<file path="config.mk">
export PLATFORM = sky130hd
export DESIGN_NAME = exec_sequencer
export DESIGN_NICKNAME = d
export VERILOG_FILES = /design/src/rtl/exec_sequencer_pkg.sv /design/src/rtl/exec_sequencer_op_decoder.sv /design/src/rtl/exec_sequencer.sv
export SDC_FILE = /design/constraint.sdc
export NUM_CORES = 1
export LEC_CHECK = 0
export BUFFER_PORTS_ARGS = -buffer_cell sky130_fd_sc_hd__buf_2
export CORE_MARGIN = 3
export CORE_UTILIZATION = 40
export CTS_BUF_LIST = sky130_fd_sc_hd__clkbuf_2 sky130_fd_sc_hd__clkbuf_4 sky130_fd_sc_hd__clkbuf_8
export CTS_CLUSTER_SIZE = 16
export DETAILED_ROUTE_END_ITERATION = 8
export PLACE_DENSITY = 0.75
export SYNTH_ARGS = -nofsm -noshare
export SYNTH_HDL_FRONTEND = slang
export SYNTH_HIERARCHICAL = 1
export SYNTH_SLANG_ARGS = --single-unit
</file>
<file path="constraint.sdc">
create_clock -name clk -period 2.5 [get_ports clk]
set_input_delay 0.375 -clock clk [delete_from_list [all_inputs] [get_ports clk]]
set_output_delay 0.375 -clock clk [all_outputs]
set_load 0.03 [all_outputs]
</file>
<file path="src/rtl/exec_sequencer_pkg.sv">
// -----------------------------------------------------------------------------
// exec_sequencer_pkg
//
// Shared definitions for the instruction sequencer and its sub-module.
//   - Default datapath widths (register width, register address width,
//     opcode width) and the width of the one-hot unit-enable bus.
//   - Opcode constants OP_NOP .. OP_NOT. The value of each opcode is also the
//     bit index of its function-unit enable.
//   - Sequencer state encoding S_IDLE / S_READ / S_EXEC / S_WRITE.
//   - op_is_write(): tells whether an opcode produces a register write-back.
// -----------------------------------------------------------------------------
package exec_sequencer_pkg;

    localparam int DEF_DATA_W = 4;
    localparam int DEF_ADDR_W = 2;
    localparam int DEF_OP_W   = 3;
    localparam int UNIT_W     = 8;

    localparam logic [DEF_OP_W-1:0] OP_NOP  = 3'd0;
    localparam logic [DEF_OP_W-1:0] OP_COPY = 3'd1;
    localparam logic [DEF_OP_W-1:0] OP_ADD  = 3'd2;
    localparam logic [DEF_OP_W-1:0] OP_SUB  = 3'd3;
    localparam logic [DEF_OP_W-1:0] OP_AND  = 3'd4;
    localparam logic [DEF_OP_W-1:0] OP_OR   = 3'd5;
    localparam logic [DEF_OP_W-1:0] OP_XOR  = 3'd6;
    localparam logic [DEF_OP_W-1:0] OP_NOT  = 3'd7;

    typedef enum logic [1:0] {
        S_IDLE  = 2'd0,
        S_READ  = 2'd1,
        S_EXEC  = 2'd2,
        S_WRITE = 2'd3
    } state_e;

    // NOP is the only opcode that retires without touching the register file.
    function automatic logic op_is_write(input logic [DEF_OP_W-1:0] op);
        return (op != OP_NOP);
    endfunction

endpackage

</file>
<file path="src/rtl/exec_sequencer_op_decoder.sv">
// -----------------------------------------------------------------------------
// op_decoder
//
// Turns an opcode into the one-hot function-unit enable vector. Bit index of
// the enable equals the opcode value. NOP (opcode 0) has no unit, so bit 0 is
// never set. The whole vector is forced to zero while en is low, so the
// sequencer can gate unit activity to a single cycle.
//
// Ports:
//   en       in   1        decoder enable (high only during EXEC)
//   op       in   OP_W     opcode to decode
//   unit_en  out  UNIT_W   one-hot unit enable, all-zero for NOP or en=0
// -----------------------------------------------------------------------------
module op_decoder
    import exec_sequencer_pkg::*;
#(
    parameter int OP_W = DEF_OP_W
) (
    input  logic            en,
    input  logic [OP_W-1:0] op,
    output logic [UNIT_W-1:0] unit_en
);

    // NOP has no function unit behind it.
    assign unit_en[0] = 1'b0;

    generate
        for (genvar gi = 1; gi < UNIT_W; gi++) begin : g_dec
            assign unit_en[gi] = en && (op == OP_W'(gi));
        end
    endgenerate

endmodule

</file>
<file path="src/rtl/exec_sequencer.sv">
// -----------------------------------------------------------------------------
// exec_sequencer
//
// Four-cycle instruction sequencer for the register-file / function-unit
// datapath. One instruction is accepted per visit to IDLE; it then walks
// READ -> EXEC -> WRITE and returns to IDLE.
//
//   cycle 0  accept edge (instr_valid & instr_ready in IDLE)
//   cycle 1  READ : register file addressed with src1/src2, operands latched
//   cycle 2  EXEC : one unit enabled, its result latched
//   cycle 3  WRITE: rf_we (unless NOP), done pulse, retire counter bumps
//   cycle 4  IDLE : instr_ready high again
//
// Configuration macro: EXEC_COUNT_EN
//   defined   -> instr_count counts retired instructions (NOP included),
//                wrapping 255 -> 0
//   undefined -> no counter; instr_count is tied to zero
//
// Ports:
//   clk, rst                   clock, synchronous active-high reset
//   instr_valid / instr_ready  instruction handshake (ready only in IDLE)
//   instr_op/dst/src1/src2     instruction fields, sampled on accept
//   rf_raddr1/2, rf_rdata1/2   register-file read port (combinational read)
//   unit_en                    one-hot function-unit enable, index = opcode
//   unit_rd1/2                 latched operands shared by all units
//   unit_result                result of the enabled unit (combinational)
//   rf_we, rf_waddr, rf_wdata  register-file write port
//   done                       one-cycle pulse per retired instruction
//   instr_count                retired-instruction counter
// -----------------------------------------------------------------------------
module exec_sequencer
    import exec_sequencer_pkg::*;
#(
    parameter int DATA_W = DEF_DATA_W,
    parameter int ADDR_W = DEF_ADDR_W,
    parameter int OP_W   = DEF_OP_W
) (
    input  logic              clk,
    input  logic              rst,

    input  logic              instr_valid,
    output logic              instr_ready,
    input  logic [OP_W-1:0]   instr_op,
    input  logic [ADDR_W-1:0] instr_dst,
    input  logic [ADDR_W-1:0] instr_src1,
    input  logic [ADDR_W-1:0] instr_src2,

    output logic [ADDR_W-1:0] rf_raddr1,
    output logic [ADDR_W-1:0] rf_raddr2,
    input  logic [DATA_W-1:0] rf_rdata1,
    input  logic [DATA_W-1:0] rf_rdata2,

    output logic [UNIT_W-1:0] unit_en,
    output logic [DATA_W-1:0] unit_rd1,
    output logic [DATA_W-1:0] unit_rd2,
    input  logic [DATA_W-1:0] unit_result,

    output logic              rf_we,
    output logic [ADDR_W-1:0] rf_waddr,
    output logic [DATA_W-1:0] rf_wdata,
    output logic              done,
    output logic [7:0]        instr_count
);

    // -------------------------------------------------------------------------
    // State machine
    // -------------------------------------------------------------------------
    state_e state_q, state_d;
    logic   accept;

    assign accept = (state_q == S_IDLE) && instr_valid;

    always_ff @(posedge clk) begin
        if (rst) begin
            state_q <= S_IDLE;
        end else begin
            state_q <= state_d;
        end
    end

    // Fixed walk through the four states; instr_valid only matters in IDLE,
    // so offers made while busy are simply dropped.
    always_comb begin
        state_d = state_q;
        case (state_q)
            S_IDLE:  if (instr_valid) state_d = S_READ;
            S_READ:  state_d = S_EXEC;
            S_EXEC:  state_d = S_WRITE;
            S_WRITE: state_d = S_IDLE;
            default: state_d = S_IDLE;
        endcase
    end

    // -------------------------------------------------------------------------
    // Instruction latch
    // -------------------------------------------------------------------------
    logic [OP_W-1:0]   op_q,   op_d;
    logic [ADDR_W-1:0] dst_q,  dst_d;
    logic [ADDR_W-1:0] src1_q, src1_d;
    logic [ADDR_W-1:0] src2_q, src2_d;

    always_comb begin
        op_d   = op_q;
        dst_d  = dst_q;
        src1_d = src1_q;
        src2_d = src2_q;
        if (accept) begin
            op_d   = instr_op;
            dst_d  = instr_dst;
            src1_d = instr_src1;
            src2_d = instr_src2;
        end
    end

    always_ff @(posedge clk) begin
        if (rst) begin
            op_q   <= '0;
            dst_q  <= '0;
            src1_q <= '0;
            src2_q <= '0;
        end else begin
            op_q   <= op_d;
            dst_q  <= dst_d;
            src1_q <= src1_d;
            src2_q <= src2_d;
        end
    end

    // -------------------------------------------------------------------------
    // Operand and result registers
    // -------------------------------------------------------------------------
    logic [DATA_W-1:0] rd1_q,    rd1_d;
    logic [DATA_W-1:0] rd2_q,    rd2_d;
    logic [DATA_W-1:0] result_q, result_d;

    // Operands are captured in READ before anything is written back, so an
    // instruction whose destination equals one of its sources still sees the
    // old register value.
    always_comb begin
        rd1_d    = rd1_q;
        rd2_d    = rd2_q;
        result_d = result_q;
        if (state_q == S_READ) begin
            rd1_d = rf_rdata1;
            rd2_d = rf_rdata2;
        end
        if (state_q == S_EXEC) begin
            result_d = unit_result;
        end
    end

    always_ff @(posedge clk) begin
        if (rst) begin
            rd1_q    <= '0;
            rd2_q    <= '0;
            result_q <= '0;
        end else begin
            rd1_q    <= rd1_d;
            rd2_q    <= rd2_d;
            result_q <= result_d;
        end
    end

    // -------------------------------------------------------------------------
    // Unit enable decode
    // -------------------------------------------------------------------------
    op_decoder #(
        .OP_W (OP_W)
    ) u_op_decoder (
        .en      (state_q == S_EXEC),
        .op      (op_q),
        .unit_en (unit_en)
    );

    // -------------------------------------------------------------------------
    // Outputs
    // -------------------------------------------------------------------------
    assign instr_ready = (state_q == S_IDLE);

    // Read addresses come straight from the latch: they show the new sources
    // in READ and hold between instructions.
    assign rf_raddr1 = src1_q;
    assign rf_raddr2 = src2_q;

    assign unit_rd1 = rd1_q;
    assign unit_rd2 = rd2_q;

    assign done     = (state_q == S_WRITE);
    assign rf_we    = (state_q == S_WRITE) && op_is_write(op_q);
    assign rf_waddr = dst_q;
    assign rf_wdata = result_q;

    // -------------------------------------------------------------------------
    // Retired-instruction counter
    // -------------------------------------------------------------------------
`ifdef EXEC_COUNT_EN
    logic [7:0] count_q, count_d;

    // Bumped on the WRITE cycle only, so an instruction aborted by reset
    // before WRITE never counts. Natural 8-bit wrap 255 -> 0.
    always_comb begin
        count_d = count_q;
        if (state_q == S_WRITE) begin
            count_d = count_q + 8'd1;
        end
    end

    always_ff @(posedge clk) begin
        if (rst) begin
            count_q <= '0;
        end else begin
            count_q <= count_d;
        end
    end

    assign instr_count = count_q;
`else
    assign instr_count = '0;
`endif

endmodule
</file>
======== Word-level counts from Yosys, hierarchy flattened ========
Index checks and enable logic that the tools add are counted.
storage, ports and cells
  register bits after elaboration ......... 23
  bits in latches ......................... 0
  memory bits (writable) .................. 0
  ROM bits ................................ 0
  output and inout port bits .............. 37
  word-level logic and storage cells ...... 32
  memories kept ........................... 0
operators by class
  add/sub/neg operators ................... 0
  multiply operators ...................... 0
  divide/modulo/power cells ............... 0
  magnitude comparators ................... 0
  equality and inequality tests ........... 11
  shift operators ......................... 0
  muxes and demuxes ....................... 2
  bitwise logic cells ..................... 0
  reduce and logical (&&, ||, !) cells .... 11
operators by type and width
  kind                                                 count
  equality test 3 bit, second input constant           4
  logical AND 1 bit                                    9
  case mux 2 bit (4 select lines)                      1
  equality test 3 x 2 -> 1 bit, second input constant  2
  equality test 2 bit, second input constant           2
  equality test 3 x 1 -> 1 bit, second input constant  1
  nonzero test 3 bit                                   1
  equality test 2 x 1 -> 1 bit, second input constant  1
  zero test 2 bit                                      1
  2-to-1 mux 2 bit                                     1
  != test 2 bit, second input constant                 1

======== Logic depth before layout (Yosys ltp) ========
Gate-level depths: netlist (run 1).
  depth after elaboration ................. 2
  mapped depth ............................ 6
  mapped depth without buffers ............ 5

======== Modules after synthesis ========
Netlist (run 1), hierarchy kept.
modules (own cells, without submodules)
  module          instances  cells each  area an instance (um^2)  sequential area each (um^2)
  exec_sequencer  1          105         1,066.0                  460.4
  op_decoder      1          9           92.6                     0.0

======== Worst setup path before layout (run 1) ========
Ideal clock, no wire load.
  path kind ............................... reg2out
  from .................................... reg state_q[1]
  to ...................................... out rf_we
  arrival ................................. 1,099 ps
  path slack .............................. 1,026 ps
  cell stages (with the launch flop) ...... 3
  cells stage by stage .................... dfxtp_1 ha_1 o31a_1
between the ends
  cells in the longest elaborated chain, start to end .. 2
RTL lines
  element                 line                   source
  from (decl)             exec_sequencer.sv:68   state_e state_q, state_d;
  from (signal assigned)  exec_sequencer.sv:77   state_q <= state_d;
  equality test 2 bit     -
  named net done          exec_sequencer.sv:61   output logic done,
  logical AND 1 bit       exec_sequencer.sv:189  assign rf_we = (state_q == S_WRITE) && op_is_write(op_q);
  to (decl)               exec_sequencer.sv:58   output logic rf_we,
The timed path passes the listed nets, and every way through them passes these cells.

======== Final worst setup path (run 1) ========
  from .................................... reg state_q[0]
  to ...................................... out instr_ready
between the ends
  cells in the longest elaborated chain, start to end .. 1
RTL lines
  element          line                   source
  zero test 2 bit  exec_sequencer.sv:178  assign instr_ready = (state_q == S_IDLE);
  to (decl)        exec_sequencer.sv:42   output logic instr_ready,
No other way between the ends.

==> insert_results.sql, run 1 <==
INSERT INTO impl_metrics (metric_group, metric, value, unit) VALUES
('floorplanning', 'fp.dieArea', '3580', 'um2'),
('final_layout', 'layout.nets', '192', ''),
('worst_setup_path', 'critical_path_arrival', '1.64', 'ns'),
('global_routing', 'wire_length_of_the_first_global_routing_pass', '3590', 'um'),
('worst_setup_path', 'start_kind', 'flop', ''),
('clock_network', 'clock_sink_count', '23', ''),
('worst_hold_path', 'hold-path-cell-count', '3', ''),
('clock_network', 'post_cts_resize_count', '0', ''),
('global_routing', 'first_global_vias', '847', ''),
('floorplanning', 'dieHeight', '59.8', 'um'),
('detailed_routing', 'drt-vias-per-instance', '4.74', ''),
('clock_network', 'cts_tree', 'built', ''),
('timing', 'setup_ws_final', '0.486', 'ns'),
('clock_network', 'cts_hold_repair.buffers', '0', ''),
('timing', 'setup_viol_count_final', '0', ''),
('timing', 'fin_skew', '0.00220', 'ns'),
('final_layout', 'final_common_cell', 'buf_2', ''),
('detailed_routing', 'final_antenna_net_count', '0', ''),
('final_layout', 'area.sequential', '460', 'um2'),
('clock_network', 'htreeDepth', '1', ''),
('detailed_routing', 'drt_pre_antenna_iters', '3', ''),
('final_layout', 'proportion_of_layout_cells_with_a_drive_suffix_above_1', '50.9', '%'),
('yosys', 'synth_sequential_area_ratio', '39.7', '%'),
('timing', 'max_slew_vio_count', '0', ''),
('worst_setup_path', 'timing.critical_path.to_type', 'output pin', ''),
('worst_setup_path', 'worst_ep_required_time', '2.12', 'ns'),
('global_routing', 'grt_start_max_net_pins', '24', ''),
('final_layout', 'final_area', '1390', 'um2'),
('final_layout', 'fillCellCount', '239', ''),
('worst_setup_path', 'timing.setup.critical_path_class', 'flop to output pin', ''),
('global_routing', 'grt.total_usage', '12.8', '%'),
('timing', 'maxSlewHeadroom', '61.0', '%'),
('clock_network', 'postCtsSetupRepairBufs', '0', ''),
('placement', 'place.port_buffers', '51', ''),
('clock_network', 'insertion_delay', '0.30', 'ns'),
('clock_network', 'cts_max_path_buffers', '2', ''),
('global_routing', 'grt_antenna_before_repair', '0', ''),
('yosys', 'post_synth.cell_area_avg', '10.2', 'um2'),
('detailed_routing', 'postRouteWirelength', '2330', 'um'),
('yosys', 'netlist_instances', '114', ''),
('timing', 'setup_tns', '0', 'ns'),
('power_and_ir_drop', 'irDropWorstVdd', '0.459', 'mV'),
('power_and_ir_drop', 'power_density', '950', 'nW/um2'),
('detailed_routing', 'wl_per_cell', '12.2', 'um'),
('final_layout', 'layout.cells.non_filler', '191', ''),
('placement', 'dp_hpwl', '1820', 'um'),
('global_routing', 'globalRouteOverflowTotal', '0', ''),
('worst_setup_path', 'reg2reg_slack', '0.96', 'ns'),
('timing', 'final.min_clock_period', '2.01', 'ns'),
('yosys', 'yosys-top-cells-area', 'dfxtp_1 (40%), mux2i_1 (11%), buf_4 (7.1%)', ''),
('floorplanning', 'start_util', '44.3', '%'),
('outcome', 'run_status', 'finished clean', ''),
('placement', 'gpl.final_weighted_congestion', '0.716', ''),
('worst_setup_path', 'critical_path.max_fanout', '12', ''),
('detailed_routing', 'drt_first_iter_violations', '17', ''),
('final_layout', 'area_growth_from_synthesis_to_layout', '20.0', '%'),
('worst_hold_path', 'timing.hold.worst.class', 'primary input to flop', ''),
('final_layout', 'n_antenna_cell', '0', ''),
('yosys', 'synthDominantCellAreaShare', '39.7', '%'),
('worst_setup_path', 'worstRegToRegCells', '5', ''),
('final_layout', 'postLayoutCoreUtil', '53.2', '%'),
('final_layout', 'layout_common_cells', 'buf_2 (51), dfxtp_1 (23), nor2_1 (15)', ''),
('yosys', 'netlist-cell-type-count', '20', ''),
('detailed_routing', 'vias', '906', ''),
('yosys', 'top_cell_type_by_total_area_after_synthesis', 'dfxtp_1', ''),
('final_layout', 'multi_input_area', '602', 'um2'),
('flow_run', 'cap_violations', '0', ''),
('floorplanning', 'core-area', '2610', 'um2'),
('timing', 'finalHoldViolations', '0', ''),
('placement', 'postPlaceCellArea', '1360', 'um2'),
('floorplanning', 'top_level_ports', '61', '');
[where the power goes]
group / leakage (nW) / switching, mW / internal [mW]
combinational: 0.470 / 0.426 / 0.222
clock: 0.0177 / 0.107 / 0.0595
sequential: 0.188 / 0.0600 / 0.446
total: 0.676 / 0.593 / 0.727
[synth_stat cells]
library cell  number
dfxtp_1           23
nor2_1            15
mux2i_1           13
buf_4             11
a21oi_2            9
nand2_2            9
nand3_1            9
ha_1               6
and4b_2            3
and4bb_2           3
buf_6              2
conb_1             2
inv_1              2
a211oi_1           1
and4_2             1
buf_2              1
clkbuf_2           1
nand2_8            1
nand2b_2           1
o31a_1             1
[cell type report]
| class | count | area share, % |
|---|---|---|
| Clock buffer | 3 | 1.62 |
| Clock inverter | 1 | 0.360 |
| Inverter | 2 | 0.540 |
| Multi-Input combinational cell | 81 | 43.3 |
| Sequential cell | 23 | 33.1 |
| Tap cell | 30 | 2.70 |
| Timing Repair Buffer | 51 | 18.4 |
[path summary, 6_finish.rpt]
| path | startpoint | to |
|---|---|---|
| worst max-delay path | state_q[0] | instr_ready |
| worst min-delay path | rf_rdata1[3] | unit_rd1[3] |
| worst max register to register | state_q[0] | state_q[1] |
| worst min register to register | rf_raddr1[0] | rf_raddr1[0] |
[layer usage]
layer / track usage [%] / wire length, um / vias up
li1: - / - / 462
met1: 16.3 / 990 / 415
met2: 21.9 / 1200 / 29
met3: 3.02 / 145 / 0
met4: 2.85 / 0 / 0
met5: 0 / 0 / -
[worst max-delay path, stage by stage, from the launching register on]
cell,delay (ns)
dfxtp_1,0.35
inv_1,0.13
ha_1,0.55
buf_2,0.31
[flip-flops by register name, indices dropped and copies added (netlist names)]
signal     cells
rf_waddr       2
unit_rd2       4
state_q        2
rf_raddr2      2
unit_rd1       4
op_q           3
rf_wdata       4
rf_raddr1      2
[logic make-up after synthesis]
| group | after synthesis | share of synthesized area (%) |
|---|---|---|
| AND/OR/NAND/NOR | 42 | 23.1 |
| flip-flops | 23 | 39.7 |
| buffers and inverters | 17 | 10.6 |
| multiplexers | 13 | 11.2 |
| AO/OA/AOI/OAI | 11 | 8.21 |
| adder cells (fa/ha/maj) | 6 | 6.48 |
| other | 2 | 0.648 |
Note: power is estimated with default switching activity, not from simulation.
==> inputs of run 2 (changes only) <==
Settings changed: PLACE_DENSITY 0.75 to 0.78.
Clock period 2.5 ns to 1.69 ns, I/O delays scaled along.
==> insert_results.sql, run 2 (same netlist as run 1, synthesis figures left out) <==
INSERT INTO impl_metrics (metric_group, metric, value, unit) VALUES
('worst_setup_path', 'crit_path_max_delay_cell_type', 'dfxtp_2', ''),
('worst_setup_path', 'start_kind', 'flop', ''),
('global_routing', 'grt_start_max_net_pins', '24', ''),
('power_and_ir_drop', 'total_leakage_power', '0.678', 'nW'),
('timing', 'maxSlewHeadroom', '66.6', '%'),
('final_layout', 'final_area', '1420', 'um2'),
('floorplanning', 'top_level_ports', '61', ''),
('clock_network', 'cts_hold_repair.buffers', '0', ''),
('final_layout', 'proportion_of_layout_cells_with_a_drive_suffix_above_1', '54.0', '%'),
('worst_hold_path', 'timing.hold.worst.class', 'primary input to flop', ''),
('power_and_ir_drop', 'power_density', '1430', 'nW/um2'),
('global_routing', 'globalRouteOverflowTotal', '0', ''),
('timing', 'setup_viol_count_final', '0', ''),
('flow_run', 'cap_violations', '0', ''),
('floorplanning', 'fp.dieW', '59.8', 'um'),
('placement', 'dp_hpwl', '1830', 'um'),
('final_layout', 'fillCellCount', '231', ''),
('global_routing', 'grt_antenna_before_repair', '0', ''),
('final_layout', 'layout_common_cells', 'buf_2 (51), dfxtp_1 (21), nor2_1 (15)', ''),
('timing', 'fmax', '616', 'MHz'),
('timing', 'fin_skew', '0.00441', 'ns'),
('worst_hold_path', 'holdPathEnd', 'unit_rd1[3]', ''),
('final_layout', 'layout.nets', '192', ''),
('outcome', 'run_status', 'finished clean', ''),
('worst_setup_path', 'reg2reg_slack', '0.29', 'ns'),
('timing', 'hold-worst-slack', '0.179', 'ns'),
('detailed_routing', 'postRouteWirelength', '2360', 'um'),
('clock_network', 'clock_sink_count', '23', ''),
('clock_network', 'cts_max_path_buffers', '2', ''),
('final_layout', 'n_antenna_cell', '0', ''),
('detailed_routing', 'final_antenna_net_count', '0', ''),
('detailed_routing', 'wl_per_cell', '12.3', 'um'),
('floorplanning', 'start_util', '44.3', '%'),
('detailed_routing', 'vias', '922', ''),
('worst_setup_path', 'critical_path_arrival', '1.37', 'ns'),
('worst_setup_path', 'timing.setup.critical_path_class', 'flop to output pin', ''),
('clock_network', 'clk_pin_slew_worst_paths', '0.12', 'ns'),
('worst_setup_path', 'timing.critical_path.to_type', 'output pin', ''),
('final_layout', 'final_common_cell', 'buf_2', ''),
('global_routing', 'grt.total_usage', '14.1', '%'),
('power_and_ir_drop', 'irDropWorstVdd', '1.11', 'mV'),
('clock_network', 'insertion_delay', '0.30', 'ns'),
('final_layout', 'postLayoutCoreUtil', '54.3', '%'),
('timing', 'max_slew_vio_count', '0', ''),
('placement', 'gpl.final_weighted_congestion', '0.658', ''),
('floorplanning', 'core-area', '2610', 'um2'),
('global_routing', 'first_global_vias', '897', ''),
('clock_network', 'cts_tree', 'built', ''),
('timing', 'rsz_0062_raised_after_global_routing', 'true', ''),
('worst_setup_path', 'worstReg2RegStart', 'state_q[1]', ''),
('detailed_routing', 'drt_first_iter_violations', '12', ''),
('timing', 'setup_ws_final', '0.0653', 'ns'),
('placement', 'dp_worst_setup_slack', '0.108', 'ns'),
('floorplanning', 'row_count', '18', ''),
('detailed_routing', 'drt_pre_antenna_iters', '3', ''),
('worst_setup_path', 'crit_chain', 'inv_2 > ha_4 > and4bb_2 > buf_2', ''),
('timing', 'final.min_clock_period', '1.62', 'ns'),
('worst_hold_path', 'hold-path-cell-count', '3', ''),
('placement', 'dpl.cell_count', '187', ''),
('floorplanning', 'dieHeight', '59.8', 'um'),
('worst_setup_path', 'worst_ep_required_time', '1.44', 'ns'),
('floorplanning', 'fp.dieArea', '3580', 'um2'),
('timing', 'timing_worst_slew_pin_value', '0.501', 'ns'),
('final_layout', 'layout.cells.non_filler', '191', ''),
('placement', 'place.port_buffers', '51', ''),
('worst_setup_path', 'regToRegEndpoint', 'unit_rd1[1]', ''),
('detailed_routing', 'remaining_drc_errors', '0', ''),
('final_layout', 'area_growth_from_synthesis_to_layout', '22.4', '%'),
('detailed_routing', 'drt-vias-per-instance', '4.83', ''),
('power_and_ir_drop', 'fin_total_pwr', '2.02', 'mW'),
('timing', 'finalHoldViolations', '0', ''),
('global_routing', 'wire_length_of_the_first_global_routing_pass', '3880', 'um'),
('placement', 'postPlaceCellArea', '1360', 'um2'),
('worst_setup_path', 'critical-path-max-stage-delay', '0.36', 'ns'),
('worst_setup_path', 'worstRegToRegCells', '4', ''),
('timing', 'setup_tns', '0', 'ns'),
('worst_setup_path', 'critical_path.max_fanout', '8', ''),
('timing', 'post-route-period-util', '96.1', '%'),
('worst_hold_path', 'worstHoldStart', 'rf_rdata1[3]', ''),
('clock_network', 'clock-root-buffer', 'clkbuf_4', ''),
('clock_network', 'htreeDepth', '1', ''),
('clock_network', 'cts-buffers-inserted', '3', '');
-- run 2: final cells by class --
class / instances / area, um2 / area share [%]
Multi-Input combinational cell: 81 / 627 / 44.2
Inverter: 2 / 7.51 / 0.530
Clock buffer: 3 / 22.5 / 1.59
Clock inverter: 1 / 5.00 / 0.353
Timing Repair Buffer: 51 / 255 / 18.0
Sequential cell: 23 / 463 / 32.7
Tap cell: 30 / 37.5 / 2.65
-- run 2: routing by layer --
| layer | wire length, um | track usage [%] | share of wire [%] | up-vias |
|---|---|---|---|---|
| li1 | - | - | - | 465 |
| met1 | 1010 | 17.3 | 43 | 419 |
| met2 | 1150 | 23.5 | 49 | 36 |
| met3 | 190 | 4.10 | 8.1 | 2 |
| met4 | 13 | 4.75 | 0.55 | 0 |
| met5 | 0 | 0 | 0 | - |
-- run 2: where the power goes --
| part | switching [mW] | total [mW] | internal [mW] |
|---|---|---|---|
| Clock | 0.155 | 0.243 | 0.0881 |
| Sequential | 0.0983 | 0.762 | 0.664 |
| Combinational | 0.647 | 1.02 | 0.371 |
-- run 2: worst max path at each step --
stage	start	cells after the start	to	slack (ns)
2_1_floorplan	state_q[1]	2	rf_we	0.34
3_3_place_gp	state_q[0]	3	instr_ready	0.19
3_5_place_dp	state_q[0]	3	instr_ready	0.11
4_1_cts	state_q[0]	3	instr_ready	-0.04
6_report	state_q[0]	4	unit_en[4]	0.07
5_1_grt	state_q[0]	4	unit_en[1]	-0.01
-- run 2: timing repair --
action	in CTS	in global routing
hold endpoints to repair	0	0
setup endpoints to repair	8	8
buffers inserted	0	0
gates resized for setup	3	4
-- run 2: critical path: cells and delay by family (launching register included) --
kind          cells  cell delay [ns]
fa+ha+maj         1             0.18
simple gates      1             0.21
flops             1             0.36
buf+inv           2             0.32
==> inputs of run 3 (changes only) <==
Settings changed: SETUP_SLACK_MARGIN from default to 0.15, SKIP_LAST_GASP from default to 1, TNS_END_PERCENT from default to 1.
==> insert_results.sql, run 3 (same netlist as run 1, synthesis figures left out) <==
INSERT INTO impl_metrics (metric_group, metric, value, unit) VALUES
('detailed_routing', 'remaining_drc_errors', '0', ''),
('floorplanning', 'core-area', '2610', 'um2'),
('flow_run', 'cap_violations', '0', ''),
('global_routing', 'wire_length_of_the_first_global_routing_pass', '3940', 'um'),
('global_routing', 'first_global_vias', '903', ''),
('detailed_routing', 'postRouteWirelength', '2390', 'um'),
('detailed_routing', 'drt_first_iter_violations', '12', ''),
('detailed_routing', 'wirelength_met1', '1020', 'um'),
('power_and_ir_drop', 'clockPowerShare', '12.0', '%'),
('detailed_routing', 'drt_pre_antenna_iters', '3', ''),
('worst_setup_path', 'start_kind', 'flop', ''),
('power_and_ir_drop', 'power.combinational.fraction', '50.3', '%'),
('final_layout', 'area_growth_from_synthesis_to_layout', '26.1', '%'),
('worst_setup_path', 'critical_path.max_fanout', '8', ''),
('power_and_ir_drop', 'irDropWorstVdd', '0.909', 'mV'),
('power_and_ir_drop', 'total_leakage_power', '0.688', 'nW'),
('timing', 'post-route-period-util', '91.9', '%'),
('clock_network', 'clock-root-buffer', 'clkbuf_4', ''),
('detailed_routing', 'wl_per_cell', '12.4', 'um'),
('final_layout', 'n_antenna_cell', '0', ''),
('clock_network', 'clock_sink_count', '23', ''),
('worst_hold_path', 'timing.hold.worst.class', 'primary input to flop', ''),
('detailed_routing', 'top_signal_layer_used', 'met4', ''),
('floorplanning', 'top_level_ports', '61', ''),
('timing', 'setup_tns', '0', 'ns'),
('final_layout', 'layout_common_cells', 'buf_2 (44), dfxtp_1 (21), nor2_1 (15)', ''),
('floorplanning', 'dieHeight', '59.8', 'um'),
('detailed_routing', 'drt-vias-per-instance', '4.80', ''),
('final_layout', 'proportion_of_layout_cells_with_a_drive_suffix_above_1', '54.6', '%'),
('placement', 'dp_worst_setup_slack', '0.108', 'ns'),
('worst_setup_path', 'timing.setup.critical_path_class', 'flop to output pin', ''),
('worst_setup_path', 'worst_ep_required_time', '1.44', 'ns'),
('power_and_ir_drop', 'switching_share', '44.6', '%'),
('timing', 'maxSlewHeadroom', '66.6', '%'),
('final_layout', 'layout.nets', '194', ''),
('floorplanning', 'row_count', '18', ''),
('final_layout', 'layout.cells.non_filler', '193', ''),
('timing', 'setup_viol_count_final', '0', ''),
('power_and_ir_drop', 'fin_total_pwr', '2.05', 'mW'),
('timing', 'fmax', '644', 'MHz'),
('floorplanning', 'fp.dieArea', '3580', 'um2'),
('timing', 'timing_worst_slew_pin_value', '0.501', 'ns'),
('timing', 'setup_ws_final', '0.137', 'ns'),
('final_layout', 'final_common_cell', 'buf_2', ''),
('global_routing', 'grt_start_max_net_pins', '24', ''),
('detailed_routing', 'vias', '927', ''),
('detailed_routing', 'final_antenna_net_count', '0', ''),
('clock_network', 'insertion_delay', '0.30', 'ns'),
('placement', 'place.port_buffers', '51', ''),
('timing', 'fin_skew', '0.00390', 'ns'),
('global_routing', 'grt_antenna_before_repair', '0', ''),
('timing', 'max_slew_vio_count', '0', ''),
('power_and_ir_drop', 'switching_power', '916', 'uW'),
('global_routing', 'globalRouteOverflowTotal', '0', ''),
('timing', 'rsz_0062_raised_after_global_routing', 'true', ''),
('worst_setup_path', 'timing.critical_path.to_type', 'output pin', ''),
('clock_network', 'clk_pin_slew_worst_paths', '0.12', 'ns'),
('placement', 'dp_hpwl', '1830', 'um'),
('power_and_ir_drop', 'power.internal', '1.14', 'mW'),
('floorplanning', 'fp.dieW', '59.8', 'um'),
('placement', 'dpl.cell_count', '187', ''),
('detailed_routing', 'dr_wl_met3', '190', 'um'),
('clock_network', 'cts_max_path_buffers', '2', ''),
('power_and_ir_drop', 'seq_power_share', '37.7', '%'),
('clock_network', 'cts-buffers-inserted', '3', ''),
('final_layout', 'final_area', '1460', 'um2'),
('worst_setup_path', 'critical_path_arrival', '1.30', 'ns'),
('outcome', 'run_status', 'finished clean', ''),
('timing', 'final.min_clock_period', '1.55', 'ns'),
('placement', 'gpl.final_weighted_congestion', '0.658', ''),
('power_and_ir_drop', 'power_density', '1400', 'nW/um2'),
('clock_network', 'htreeDepth', '1', ''),
('placement', 'postPlaceCellArea', '1360', 'um2'),
('clock_network', 'cts_tree', 'built', ''),
('timing', 'finalHoldViolations', '0', ''),
('global_routing', 'grt.total_usage', '14.4', '%'),
('detailed_routing', 'met2_wirelength', '1170', 'um'),
('floorplanning', 'start_util', '44.3', '%');
## run 3: cell count changes in the layout (fill, tap and decap cells not counted), sizes merged
| cell | before | now |
|---|---|---|
| buf | 51 | 53 |
## run 3: final timing paths
check                                  start           end  slack (ns)  cells past startpoint
worst max register to register    state_q[0]    state_q[0]        0.27                      7
worst min register to register  rf_raddr1[0]  rf_raddr1[0]        0.47                      2
worst max-delay path              state_q[0]    unit_en[7]        0.14                      4
worst min-delay path            rf_rdata1[3]   unit_rd1[3]        0.18                      3
## run 3: cell type report
type	instances	area (um2)
Multi-Input combinational cell	81	627
Timing Repair Buffer	53	292
Inverter	2	12.5
Tap cell	30	37.5
Clock buffer	3	22.5
Sequential cell	23	465
Clock inverter	1	5.00
Fill cell	227	1150
## run 3: per-layer routing
metal | global-route usage [%] | up-vias
li1 | - | 471
met4 | 4.75 | 0
met5 | 0 | -
met1 | 17.8 | 418
met3 | 4.10 | 2
met2 | 23.9 | 36
## run 3: worst max-delay path, stage by stage, from the launching register on
cell	delay (ns)
dfxtp_4	0.41
inv_6	0.04
ha_4	0.17
and4_2	0.22
buf_4	0.16
## run 3: power groups by stage
stage                     logic, mW  registers (mW)  clock network (mW)
after detailed placement      0.968           0.762                   0
final                          1.03           0.774               0.245
after floorplan               0.640           0.914                   0
after global routing           1.13           0.794               0.277
after global placement        0.927           0.750                   0
after CTS                      1.03           0.760               0.262
## run 3: timing repair
| action | in CTS | in global routing |
|---|---|---|
| buffers inserted | 1 | 1 |
| endpoints found under the setup margin | 10 | 19 |
| gates resized for setup | 13 | 5 |
| pin swaps | 1 | 0 |
| hold buffers | 0 | 0 |
## run 3: per-stage QoR
stage | hold slack (ns) | utilization, %
global route | 0.183 | 55.9
detailed placement | 0.454 | 52.2
floorplan | 0.316 | -
global placement | 0.449 | 52.2
finish | 0.178 | 55.9
CTS | 0.166 | 55.2
